File: config.mk
export PLATFORM = sky130hd
export DESIGN_NAME = self_destruct_sequencer_flat
export DESIGN_NICKNAME = d
export VERILOG_FILES = /design/src/rtl/self_destruct_sequencer_if.sv /design/src/rtl/self_destruct_sequencer.sv /design/src/flat_wrapper.sv
export SDC_FILE = /design/constraint.sdc
export NUM_CORES = 1
export LEC_CHECK = 0
export CORE_AREA = 4 4 91 93
export CTS_BUF_LIST = sky130_fd_sc_hd__clkbuf_4 sky130_fd_sc_hd__clkbuf_8
export CTS_CLUSTER_DIAMETER = 150
export CTS_CLUSTER_SIZE = 8
export DETAILED_ROUTE_END_ITERATION = 7
export DIE_AREA = 0 0 95 97
export PLACE_DENSITY_LB_ADDON = 0.25
export SYNTH_ARGS = -nofsm -noshare
export SYNTH_HDL_FRONTEND = slang
export SYNTH_SLANG_ARGS = --single-unit
File: constraint.sdc
create_clock -name clk -period 4.9 [get_ports clk]
set_input_delay 1.225 -clock clk [delete_from_list [all_inputs] [get_ports clk]]
set_output_delay 1.225 -clock clk [all_outputs]
set_load 0.01 [all_outputs]
File: src/rtl/self_destruct_sequencer_if.sv
// Status-board bundle for the self-destruct sequencer:
// debounced levels and strobes in, LED bar and flags out.
interface self_destruct_sequencer_if;
  logic       tick_1s;
  logic       tick_blink;
  logic       in_combat;
  logic       danger;
  logic       damaged;
  logic       immobilized;
  logic [7:0] leds;
  logic       armed;
  logic       detonate;
  logic [3:0] remaining;

  modport master (
    output tick_1s, tick_blink, in_combat,
    output danger, damaged, immobilized,
    input  leds, armed, detonate, remaining
  );

  modport slave (
    input  tick_1s, tick_blink, in_combat,
    input  danger, damaged, immobilized,
    output leds, armed, detonate, remaining
  );
endinterface

File: src/rtl/self_destruct_sequencer.sv
// Arming/countdown controller: 2-of-3 fault vote, filtered
// arm, N-second countdown with pause/abort, blinking LED bar.
module self_destruct_sequencer #(
  parameter int unsigned COUNT_MAX   = 8,
  parameter int unsigned VOTE_FILTER = 4
) (
  input logic clk,
  input logic reset,
  self_destruct_sequencer_if.slave bus
);

  typedef enum logic [1:0] {
    IDLE, COUNT, HOLD, BOOM
  } state_t;

  localparam logic [3:0] CMAX = 4'(COUNT_MAX);
  localparam logic [3:0] VFLT = 4'(VOTE_FILTER);

  state_t     r_state;
  state_t     w_nstate;
  logic [3:0] r_cnt;
  logic [3:0] w_ncnt;
  logic       r_phase;
  logic       w_nphase;
  logic [3:0] r_filt;
  logic [7:0] r_leds;
  logic [7:0] w_leds;
  logic       r_armed;
  logic       r_det;
  logic [3:0] r_rem;
  logic [3:0] w_rem;
  logic       w_vote;
  logic       w_arm;
  logic       w_to_idle;

  function automatic logic [7:0] f_therm(input logic [3:0] c);
    logic [8:0] t;
    t = (9'd1 << c) - 9'd1;
    return t[7:0];
  endfunction

  assign w_vote = (bus.danger & bus.damaged)
                | (bus.danger & bus.immobilized)
                | (bus.damaged & bus.immobilized);
  assign w_arm  = bus.in_combat & w_vote;

  // Filter: saturating run-length of arm_cond, cleared on IDLE entry
  always_ff @(posedge clk or negedge reset) begin
    if (!reset) begin
      r_filt <= 4'd0;
    end else if (!w_arm || w_to_idle) begin
      r_filt <= 4'd0;
    end else if (r_filt != VFLT) begin
      r_filt <= r_filt + 4'd1;
    end
  end

  // State, count and blink phase registers
  always_ff @(posedge clk or negedge reset) begin
    if (!reset) begin
      r_state <= IDLE;
      r_cnt   <= 4'd0;
      r_phase <= 1'b0;
    end else begin
      r_state <= w_nstate;
      r_cnt   <= w_ncnt;
      r_phase <= w_nphase;
    end
  end

  // Next state: abort beats tick_1s beats vote loss
  always_comb begin
    w_nstate  = r_state;
    w_ncnt    = r_cnt;
    w_nphase  = r_phase;
    w_to_idle = 1'b0;
    unique case (r_state)
      IDLE: begin
        w_ncnt   = 4'd0;
        w_nphase = 1'b0;
        if (r_filt == VFLT) w_nstate = COUNT;
      end
      COUNT: begin
        if (!bus.in_combat) begin
          w_nstate  = IDLE;
          w_ncnt    = 4'd0;
          w_nphase  = 1'b0;
          w_to_idle = 1'b1;
        end else begin
          if (bus.tick_blink) w_nphase = ~r_phase;
          if (bus.tick_1s && (r_cnt + 4'd1 == CMAX)) begin
            w_nstate = BOOM;
            w_ncnt   = CMAX;
            w_nphase = 1'b1;
          end else begin
            if (bus.tick_1s) w_ncnt = r_cnt + 4'd1;
            if (!w_vote) w_nstate = HOLD;
          end
        end
      end
      HOLD: begin
        if (!bus.in_combat) begin
          w_nstate  = IDLE;
          w_ncnt    = 4'd0;
          w_nphase  = 1'b0;
          w_to_idle = 1'b1;
        end else if (w_vote) begin
          w_nstate = COUNT;
        end
      end
      BOOM: begin
        if (bus.tick_blink) w_nphase = ~r_phase;
      end
    endcase
  end

  // Output decode from next-state values, so registered outputs track state
  always_comb begin
    w_leds = 8'h00;
    w_rem  = CMAX - w_ncnt;
    unique case (w_nstate)
      IDLE:  w_leds = 8'h00;
      COUNT: w_leds = f_therm(w_ncnt)
                    | ({7'd0, w_nphase} << w_ncnt[2:0]);
      HOLD:  w_leds = f_therm(w_ncnt);
      BOOM: begin
        w_leds = w_nphase ? 8'hFF : 8'h00;
        w_rem  = 4'd0;
      end
    endcase
  end

  // Registered board outputs
  always_ff @(posedge clk or negedge reset) begin
    if (!reset) begin
      r_leds  <= 8'h00;
      r_armed <= 1'b0;
      r_det   <= 1'b0;
      r_rem   <= CMAX;
    end else begin
      r_leds  <= w_leds;
      r_armed <= (w_nstate == COUNT) || (w_nstate == HOLD);
      r_det   <= (w_nstate == BOOM);
      r_rem   <= w_rem;
    end
  end

  assign bus.leds      = r_leds;
  assign bus.armed     = r_armed;
  assign bus.detonate  = r_det;
  assign bus.remaining = r_rem;

endmodule

File: src/flat_wrapper.sv
// flat-port wrapper written by rule: the top's interface ports become plain ports
module self_destruct_sequencer_flat 
#(
  parameter int unsigned COUNT_MAX   = 8,
  parameter int unsigned VOTE_FILTER = 4
)
  (clk, reset, bus_tick_1s, bus_tick_blink, bus_in_combat, bus_danger, bus_damaged, bus_immobilized, bus_leds, bus_armed, bus_detonate, bus_remaining);
  self_destruct_sequencer_if bus_i ();
  input logic clk;
  input logic reset;
  input wire logic [$bits(bus_i.tick_1s)-1:0] bus_tick_1s;
  input wire logic [$bits(bus_i.tick_blink)-1:0] bus_tick_blink;
  input wire logic [$bits(bus_i.in_combat)-1:0] bus_in_combat;
  input wire logic [$bits(bus_i.danger)-1:0] bus_danger;
  input wire logic [$bits(bus_i.damaged)-1:0] bus_damaged;
  input wire logic [$bits(bus_i.immobilized)-1:0] bus_immobilized;
  output wire logic [$bits(bus_i.leds)-1:0] bus_leds;
  output wire logic [$bits(bus_i.armed)-1:0] bus_armed;
  output wire logic [$bits(bus_i.detonate)-1:0] bus_detonate;
  output wire logic [$bits(bus_i.remaining)-1:0] bus_remaining;
  assign bus_i.tick_1s = bus_tick_1s;
  assign bus_i.tick_blink = bus_tick_blink;
  assign bus_i.in_combat = bus_in_combat;
  assign bus_i.danger = bus_danger;
  assign bus_i.damaged = bus_damaged;
  assign bus_i.immobilized = bus_immobilized;
  assign bus_leds = bus_i.leds;
  assign bus_armed = bus_i.armed;
  assign bus_detonate = bus_i.detonate;
  assign bus_remaining = bus_i.remaining;
  self_destruct_sequencer #(.COUNT_MAX(COUNT_MAX), .VOTE_FILTER(VOTE_FILTER)) u_core (.clk(clk), .reset(reset), .bus(bus_i));
endmodule
* Word level (Yosys, flattened, before mapping)
Cells that the tools add are included.
Storage, ports and cells: bits in registers 25, input bits 8, output and inout bits 14, word-level logic and storage cells 63
Operators by class: add/subtract/negate cells 4, equality and inequality tests 9, shift-type cells 2, multiplexer cells 24, bitwise gates (word level) 8, reductions and logical operators 8
Operators by type and width (number):
- $pmux W8 S4 | 1
- $mux W4 | 7
- $mux W2 | 6
- $pmux W4 S3 | 1
- $add A4 B1 Y4 const B | 2
- $eq A2 B2 Y1 const B | 4
- $mux W8 | 1
- $or A8 B8 Y8 | 1
- $shl A1 B3 Y8 | 1
- $shl A1 B4 Y8 const A | 1
- $sub A8 B1 Y8 const B | 1
- $mux W1 | 6
- $pmux W2 S3 | 1
- $and A1 B1 Y1 | 4
- $eq A2 B1 Y1 const B | 2
- $eq A4 B3 Y1 const B | 1
- $eq A4 B4 Y1 const B | 1
- $logic_not A2 Y1 | 2
- $ne A4 B3 Y1 const B | 1
- $pmux W1 S4 | 1
- $sub A4 B4 Y4 const A | 1
- $logic_or A1 B1 Y1 | 2
- $or A1 B1 Y1 | 2
- $reduce_bool A2 Y1 | 1
- other kinds (4) | 4

* Depth between registers and ports, before layout
Gate-level depths: netlist (run 1).
word-level depth 10, depth in mapped cells 17, depth with buffers taken out 14

* Worst setup path after synthesis (run 1)
Ideal clock, no wire load.
path type input -> register, start point input port bus_immobilized, end point register u_core.r_leds[6], in the netlist u_core.bus.leds[6], library setup time 0.088 ns, data arrival time 3.333 ns, data required time 4.812 ns, setup slack 1.478 ns, stages on the path 9, path buffers 1, cells stage by stage maj3_1 -> o21ai_0 -> a21oi_1 -> o32ai_1 -> ha_1 -> or3b_1 -> buf_4 -> a21o_1 -> a41oi_1
Between the ends: word-level cells in the longest chain between the ends 9, elaborated cells on any way between the ends 15, those cells by class eq/ne: 3; mux: 7; bitwise: 4; reduce/logical: 1
RTL lines:
- start, declared | RTL line flat_wrapper.sv:16 | input wire logic [$bits(bus_i.immobilized)-1:0] bus_immobilized;
- $and A1 B1 Y1 | RTL line self_destruct_sequencer.sv:43 | | (bus.danger & bus.immobilized)
- $or A1 B1 Y1 | RTL line self_destruct_sequencer.sv:43
- $or A1 B1 Y1 * | RTL line self_destruct_sequencer.sv:44 | | (bus.damaged & bus.immobilized);
- $mux W2 | RTL line self_destruct_sequencer.sv:97 | if (!w_vote) w_nstate = HOLD;
- $mux W2 | RTL line self_destruct_sequencer.sv:91 | if (bus.tick_1s && (r_cnt + 4'd1 == CMAX)) begin
- $mux W2 | RTL line self_destruct_sequencer.sv:84 | if (!bus.in_combat) begin
- $pmux W2 S3 * | RTL line self_destruct_sequencer.sv:77 | unique case (r_state)
- net u_core.w_nstate[1] | RTL line self_destruct_sequencer.sv:20 | state_t w_nstate;
- $eq A2 B2 Y1 (tied with other cells) | RTL line self_destruct_sequencer.sv:121 | unique case (w_nstate)
- $pmux W8 S4 * | RTL line self_destruct_sequencer.sv:121
- net u_core.w_leds[6] | RTL line self_destruct_sequencer.sv:27 | logic [7:0] w_leds;
- end signal, assigned | RTL line self_destruct_sequencer.sv:141 | r_leds <= w_leds;
- end, declared | RTL line self_destruct_sequencer.sv:26 | logic [7:0] r_leds;
The timed path passes the listed nets; every way through them passes the cells marked *. A chain may end at the register's enable or synchronous reset.

* Worst setup path in the final report (run 1)
start point input port bus_tick_1s, end point register u_core.r_leds[5], in the netlist u_core.bus.leds[5]
Between the ends: word-level cells in the longest chain between the ends 8, elaborated cells on any way between the ends 21, those cells by class add/sub: 1; eq/ne: 3; shift: 2; mux: 12; bitwise: 1; reduce/logical: 2
RTL lines:
- start, declared | RTL line flat_wrapper.sv:11 | input wire logic [$bits(bus_i.tick_1s)-1:0] bus_tick_1s;
- $mux W4 or $logic_and A1 B1 Y1 (tied branches) | RTL line self_destruct_sequencer.sv:96, self_destruct_sequencer.sv:91
- $mux W4 * | RTL line self_destruct_sequencer.sv:91
- $mux W4 * | RTL line self_destruct_sequencer.sv:84
- $pmux W4 S3 * | RTL line self_destruct_sequencer.sv:77
- net u_core.w_ncnt[0] | RTL line self_destruct_sequencer.sv:22 | logic [3:0] w_ncnt;
- $shl A1 B4 Y8 | RTL line self_destruct_sequencer.sv:38 | t = (9'd1 << c) - 9'd1;
- $sub A8 B1 Y8 | RTL line self_destruct_sequencer.sv:38
- $or A8 B8 Y8 | RTL line self_destruct_sequencer.sv:124 | | ({7'd0, w_nphase} << w_ncnt[2:0]);
- $pmux W8 S4 * | RTL line self_destruct_sequencer.sv:121
- net u_core.w_leds[5] | RTL line self_destruct_sequencer.sv:27
Marks and branches as above.

==> flow_summary.toml, run 1 <==
[status]
run_status = "complete, no violations"

[synthesis]
synth_largest_type_area_fraction = 0.332
yosysSeqAreaShare = 0.347
ys_types = 53
ys.flop_type = "sky130_fd_sc_hd__dfrtp_1"
synth_nets = 227
synthesized_instance_count = 199
synthDominantAreaCellType = "sky130_fd_sc_hd__dfrtp_1"
synth.cell_area_sq_um = 1810
synth-edff-count = 0
leading_cell_types_by_total_area_after_synthesis = "sky130_fd_sc_hd__dfrtp_1 33%, sky130_fd_sc_hd__ha_1 14%, sky130_fd_sc_hd__nor2_1 4.6%, sky130_fd_sc_hd__or4_1 2.9%, sky130_fd_sc_hd__a21oi_1 2.8%"
async_reset_ff_frac = 1.00
postSynthAreaPerCell_sq_um = 9.08
yosys_register_bits = 25
yosysWarnings = 0

[timing]
timing.final.crit_share = 0.825
finalSetupViolations = 0
worst_slew_pin_slew_ns = 0.488
maxSlewHeadroom = 0.673
timing.final.crit_period_ns = 4.04
holdWs_ns = 0.556
grt_setup_unrepaired = "false"
hold_violations = 0
finalClockSkew_ns = 0.0104
maxClockFrequency_mhz = 247
tns_ns = 0
finalMaxSlewViolations = 0

[layout]
area.growth.synth_to_final_pct = 19.2
layout.filler_cells = 826
post_route_cells_drive_above_1_share = 0.0734
layout.cells.most_common = "sky130_fd_sc_hd__dfrtp_1"
n_antenna_cell = 0
final_cell_mix = "24 x sky130_fd_sc_hd__dfrtp_1, 22 x sky130_fd_sc_hd__nor2_1, 21 x sky130_fd_sc_hd__clkdlybuf4s50_1"
design_area_sq_um = 2150
final_nets = 247
area_taken_by_multi_input_logic_gates_sq_um = 1080
seq_area_sq_um = 627

[setup_path]
timing.critical_path.fanout_max = 10
worst_ep_arrival_time_ns = 4.23
cp_data_required_time_ns = 5.08
critical_path_cell_sequence = "clkdlybuf4s50_1 -> and3b_1 -> nor2b_1 -> o221ai_1 -> and2_1 -> inv_2 -> ha_1 -> or4_1 -> nor2_1 -> o21ai_0 -> o21ai_0 -> o21ai_0 -> o21ai_1"
worstPathBufferInverterCount = 2
start_kind = "input pin"
critPathKind = "input pin to flop"
crit_family = "simple AND/OR/NAND/NOR gates"
slowest_delay_ns = 0.52
crit_path_top_delay_cell = "sky130_fd_sc_hd__clkdlybuf4s50_1"
worst_setup_path_end_kind = "flop"
timing.critical_path.mode_cell = "sky130_fd_sc_hd__o21ai_0"

[clock_tree]
post_cts_hold_buffer_count = 0
cts_repair_resize_count = 0
htreeDepth = 1
clkLatencyLatePin_ns = 0.27
cts_inserted_buffers = 3
tritoncts = "yes"
cts-root-buf = "sky130_fd_sc_hd__clkbuf_8"
post_cts.repair.setup_buffers = 0
cts.clk_slew.worst_paths_ns = 0.09
clock_path_buffers = 2
cts_sinks = 25

[grt]
antenna_found_initial = 0
grt_pass1_vias = 1544
total_routing_resource_utilization_after_global_routing = 0.102
grt_remaining_overflow = 0
grt_pass1_wl_um = 7570
grt_start_max_net_pins = 26

[routing]
drt-total-wl_um = 4450
via_count_normalized_by_instance_count = 4.77
drtIter0Drc = 65
route.detailed.drc = 0
firstDrtPassIters = 4
antenna_left = 0
route.detailed.wl_per_inst_um = 13.9
detailroute.via_count = 1526

[placement]
dpl-instance-area_sq_um = 2100
dp.final_hpwl_um = 3260
portBuffers = 21
gp_congestion = 0.897

[floorplan]
dieArea_sq_um = 9220
starting_utilization_of_the_core_area = 0.240
core_region_area_sq_um = 7530
rows = 32
die-width_um = 95
floorplan.die.height_um = 97
ports_placed_on_the_boundary = 22

[flow_run]
maxCapViolations = 0

[power_and_ir_drop]
power_density_nw_per_um2 = 253
p_leak_uw = 0.000932
vdd_ir_drop_max_v = 0.000115
post-layout-total-power_uw = 545

[min_path]
min-delay-path-class = "flop to flop"
[per-stage QoR]
step | instances | setup slack [ns] | util
3_3_place_gp | 316 | 0.591 | 0.280
5_1_grt | 320 | 0.691 | 0.286
4_1_cts | 320 | 0.896 | 0.286
2_1_floorplan | 199 | 1.48 | -
6_report | 320 | 0.856 | 0.286
3_5_place_dp | 316 | 0.645 | 0.280
[Yosys cell counts (all sizes together) (2+ instances only)]
cell type,count
a21o,3
a21oi,10
a31oi,3
a32oi,2
a41oi,5
and2,3
buf,6
clkbuf,2
dfrtp,24
ha,20
inv,13
nand2,12
nand2b,2
nand3,6
nor2,22
nor2b,5
nor3,4
o21a,5
o21ai,10
o221ai,3
o22ai,2
or2,3
or4,7
xnor2,5
xor2,3
[worst paths after layout]
check | slack [ns] | endpoint | startpoint | cells past startpoint
setup reg to reg | 1.46 | u_core.bus.leds[5] | u_core.r_state[0] | 13
hold / removal | 0.56 | u_core.r_filt[3] | u_core.r_filt[3] | 2
min in group asynchronous | 1.32 | u_core.r_filt[2] | reset | 2
max in group asynchronous | 3.29 | u_core.bus.remaining[3] | reset | 2
hold reg to reg | 0.56 | u_core.r_filt[3] | u_core.r_filt[3] | 2
setup / recovery | 0.86 | u_core.bus.leds[5] | bus_tick_1s | 13
[sequential cells by signal, summed over array words and instances, names as in the netlist]
name,count
u_core.bus.leds,8
u_core.bus.detonate,1
u_core.bus.remaining,4
u_core.r_state,2
u_core.r_phase,1
u_core.r_filt,4
u_core.r_cnt,4
u_core.bus.armed,1
[worst min-delay path: stages (launching register included)]
cell and delay (ns):
sky130_fd_sc_hd__dfrtp_1 0.38, sky130_fd_sc_hd__a21oi_1 0.07, sky130_fd_sc_hd__nor2_1 0.08
[power breakdown]
group          internal [uW]  total (uW)  switching (uW)
Sequential               237         249            11.5
Combinational           90.0         172            81.8
Clock                   57.6         124            66.7
[area by class of cell]
type                       instances  share of cell area
clock buffer                       3              0.0192
clock inverter                     1             0.00349
inverter                          13              0.0227
multi-input combinational        153               0.500
sequential                        25               0.291
tap                              102              0.0593
timing repair buffer              23               0.105
[kinds of logic (layout without fill, tap and decap cells)]
kind of cell | count (synthesis) | in the layout | synth area share
AND/OR/NAND/NOR | 72 | 72 | 0.210
AO/OA/AOI/OAI | 51 | 51 | 0.197
flip-flops | 25 | 25 | 0.347
adder cells (fa/ha/maj) | 21 | 21 | 0.144
buffers and inverters | 21 | 40 | 0.0575
XOR/XNOR | 8 | 8 | 0.0388
multiplexers | 1 | 1 | 0.00554
[metal layers]
layer  part of all wire  routed length (um)  vias to the layer above  global-route usage
li1                   -                   -                      753                   -
met1               0.47                2090                      739               0.133
met2               0.47                2100                       28               0.165
met3              0.042                 188                        6              0.0226
met4              0.014                  61                        0              0.0322
met5                  0                   0                        -                   0
(Power assumes the default switching activity.)
==> run 2, diff against run 1 <==
- clock period: 4.9 -> 4.2 ns (I/O delays scaled with it)
==> flow_summary.toml, run 2 (synthesis gave the netlist of run 1 again) <==
[status]
run_status = "complete, no violations"

[setup_path]
r2r-end = "u_core.bus.leds[7]"
crit-reg2reg-launch = "u_core.r_state[0]"
worst_r2r_path_depth = 11
start_kind = "input pin"
cp_data_required_time_ns = 4.37
worst_ep_arrival_time_ns = 3.93
timing.critical_path.fanout_max = 7
critPathKind = "input pin to flop"
worst-r2r-setup-slack_ns = 0.91
worst_setup_path_end_kind = "flop"

[clock_tree]
clkLatencyLatePin_ns = 0.27
post_cts.repair.setup_buffers = 0
cts_inserted_buffers = 3
post_cts_hold_buffer_count = 0
cts_repair_resize_count = 0
tritoncts = "yes"
cts_sinks = 25
clock_path_buffers = 2
cts-root-buf = "sky130_fd_sc_hd__clkbuf_8"
cts.clk_slew.worst_paths_ns = 0.09
htreeDepth = 1

[timing]
holdWs_ns = 0.546
worst_slew_pin_slew_ns = 0.430
timing.final.crit_period_ns = 3.75
finalSetupViolations = 0
grt_setup_unrepaired = "false"
timing.final.crit_share = 0.893
maxSlewHeadroom = 0.713
hold_violations = 0
tns_ns = 0
finalMaxSlewViolations = 0
maxClockFrequency_mhz = 267
finalClockSkew_ns = 0.00443

[floorplan]
rows = 32
core_region_area_sq_um = 7530
ports_placed_on_the_boundary = 22
die-width_um = 95
starting_utilization_of_the_core_area = 0.240
floorplan.die.height_um = 97
dieArea_sq_um = 9220

[routing]
via_count_normalized_by_instance_count = 4.67
route.detailed.wl_per_inst_um = 14.0
firstDrtPassIters = 4
drtIter0Drc = 56
antenna_left = 0
drt-total-wl_um = 4550
route.detailed.drc = 0
detailroute.via_count = 1514

[grt]
antenna_found_initial = 0
grt_pass1_vias = 1564
total_routing_resource_utilization_after_global_routing = 0.103
grt_pass1_wl_um = 7690
grt_remaining_overflow = 0
grt_start_max_net_pins = 26

[layout]
final_cell_mix = "24 x sky130_fd_sc_hd__dfrtp_1, 22 x sky130_fd_sc_hd__nor2_1, 21 x sky130_fd_sc_hd__clkdlybuf4s50_1"
layout.cells.most_common = "sky130_fd_sc_hd__dfrtp_1"
post_route_cells_drive_above_1_share = 0.0901
final_cells = 324
final_nets = 251
area.growth.synth_to_final_pct = 20.7
design_area_sq_um = 2180
layout.filler_cells = 836
largest_register_ff_count = 8
n_antenna_cell = 0
area_taken_by_multi_input_logic_gates_sq_um = 1080
seq_area_sq_um = 627

[power_and_ir_drop]
power_switching_uw = 192
power.clock.fraction = 0.231
cellInternalPower_uw = 448
vdd_ir_drop_max_v = 0.000124
p_seq_frac = 0.454
power_density_nw_per_um2 = 293
swShare = 0.300
p_leak_uw = 0.000955
pwr-share-comb = 0.315

[min_path]
min-delay-path-class = "flop to flop"
hold_path.startpoint = "u_core.r_filt[3]"
min_path_cells = 2
worstHoldEndpoint = "u_core.r_filt[3]"

[placement]
gp_congestion = 0.848
dpl-instance-area_sq_um = 2130
portBuffers = 21
placedCellCount = 320
dp.final_hpwl_um = 3400

[flow_run]
maxCapViolations = 0
run 2: area by class of cell:
cell class	count	area share
inverters	13	0.0224
repair buffers	27	0.117
well taps	102	0.0585
clock buffers	3	0.0189
clock inverters	1	0.00229
flip-flops and latches	25	0.287
multi-input cells	153	0.493
run 2: worst max-delay path by stage:
stage | startpoint | endpoint | slack (ns) | cells past startpoint
after floorplan | bus_immobilized | u_core.bus.leds[6] | 0.95 | 9
after global placement | bus_tick_1s | u_core.bus.leds[7] | 0.23 | 11
after detailed placement | bus_tick_1s | u_core.bus.leds[7] | 0.20 | 11
after CTS | bus_tick_1s | u_core.bus.leds[7] | 0.47 | 11
after global routing | bus_tick_1s | u_core.bus.leds[6] | 0.29 | 12
final | bus_tick_1s | u_core.bus.leds[7] | 0.45 | 11
run 2: stage by stage:
stage          setup slack (ns)  utilization  power [uW]
5_1_grt                   0.288        0.290         681
6_report                  0.449        0.290         640
4_1_cts                   0.466        0.290         652
2_1_floorplan             0.953            -         402
3_5_place_dp              0.205        0.284         501
3_3_place_gp              0.226        0.284         503
run 2: routing by layer:
metal  wire length, um  global-route usage  share of wire
met5                 0                   0              0
met4                57              0.0189          0.013
met3               205              0.0280          0.045
met2              2230               0.173           0.49
met1              2050               0.133           0.45
run 2: critical path, cell delays in order:
cell and delay, ns:
sky130_fd_sc_hd__clkdlybuf4s50_1 0.61, sky130_fd_sc_hd__and3b_1 0.21, sky130_fd_sc_hd__nor2b_1 0.13, sky130_fd_sc_hd__o221ai_1 0.12, sky130_fd_sc_hd__and2_1 0.27, sky130_fd_sc_hd__ha_1 0.26
sky130_fd_sc_hd__ha_1 0.26, sky130_fd_sc_hd__or4_1 0.56, sky130_fd_sc_hd__nor2_1 0.14, sky130_fd_sc_hd__nor2_1 0.05, sky130_fd_sc_hd__a41oi_1 0.26
run 2: power groups by stage:
stage / registers (uW) / logic [uW] / clock network (uW)
6_report: 291 / 201 / 148
3_5_place_dp: 297 / 203 / 0
3_3_place_gp: 297 / 206 / 0
2_1_floorplan: 310 / 92.0 / 0
5_1_grt: 296 / 220 / 164
4_1_cts: 293 / 205 / 154
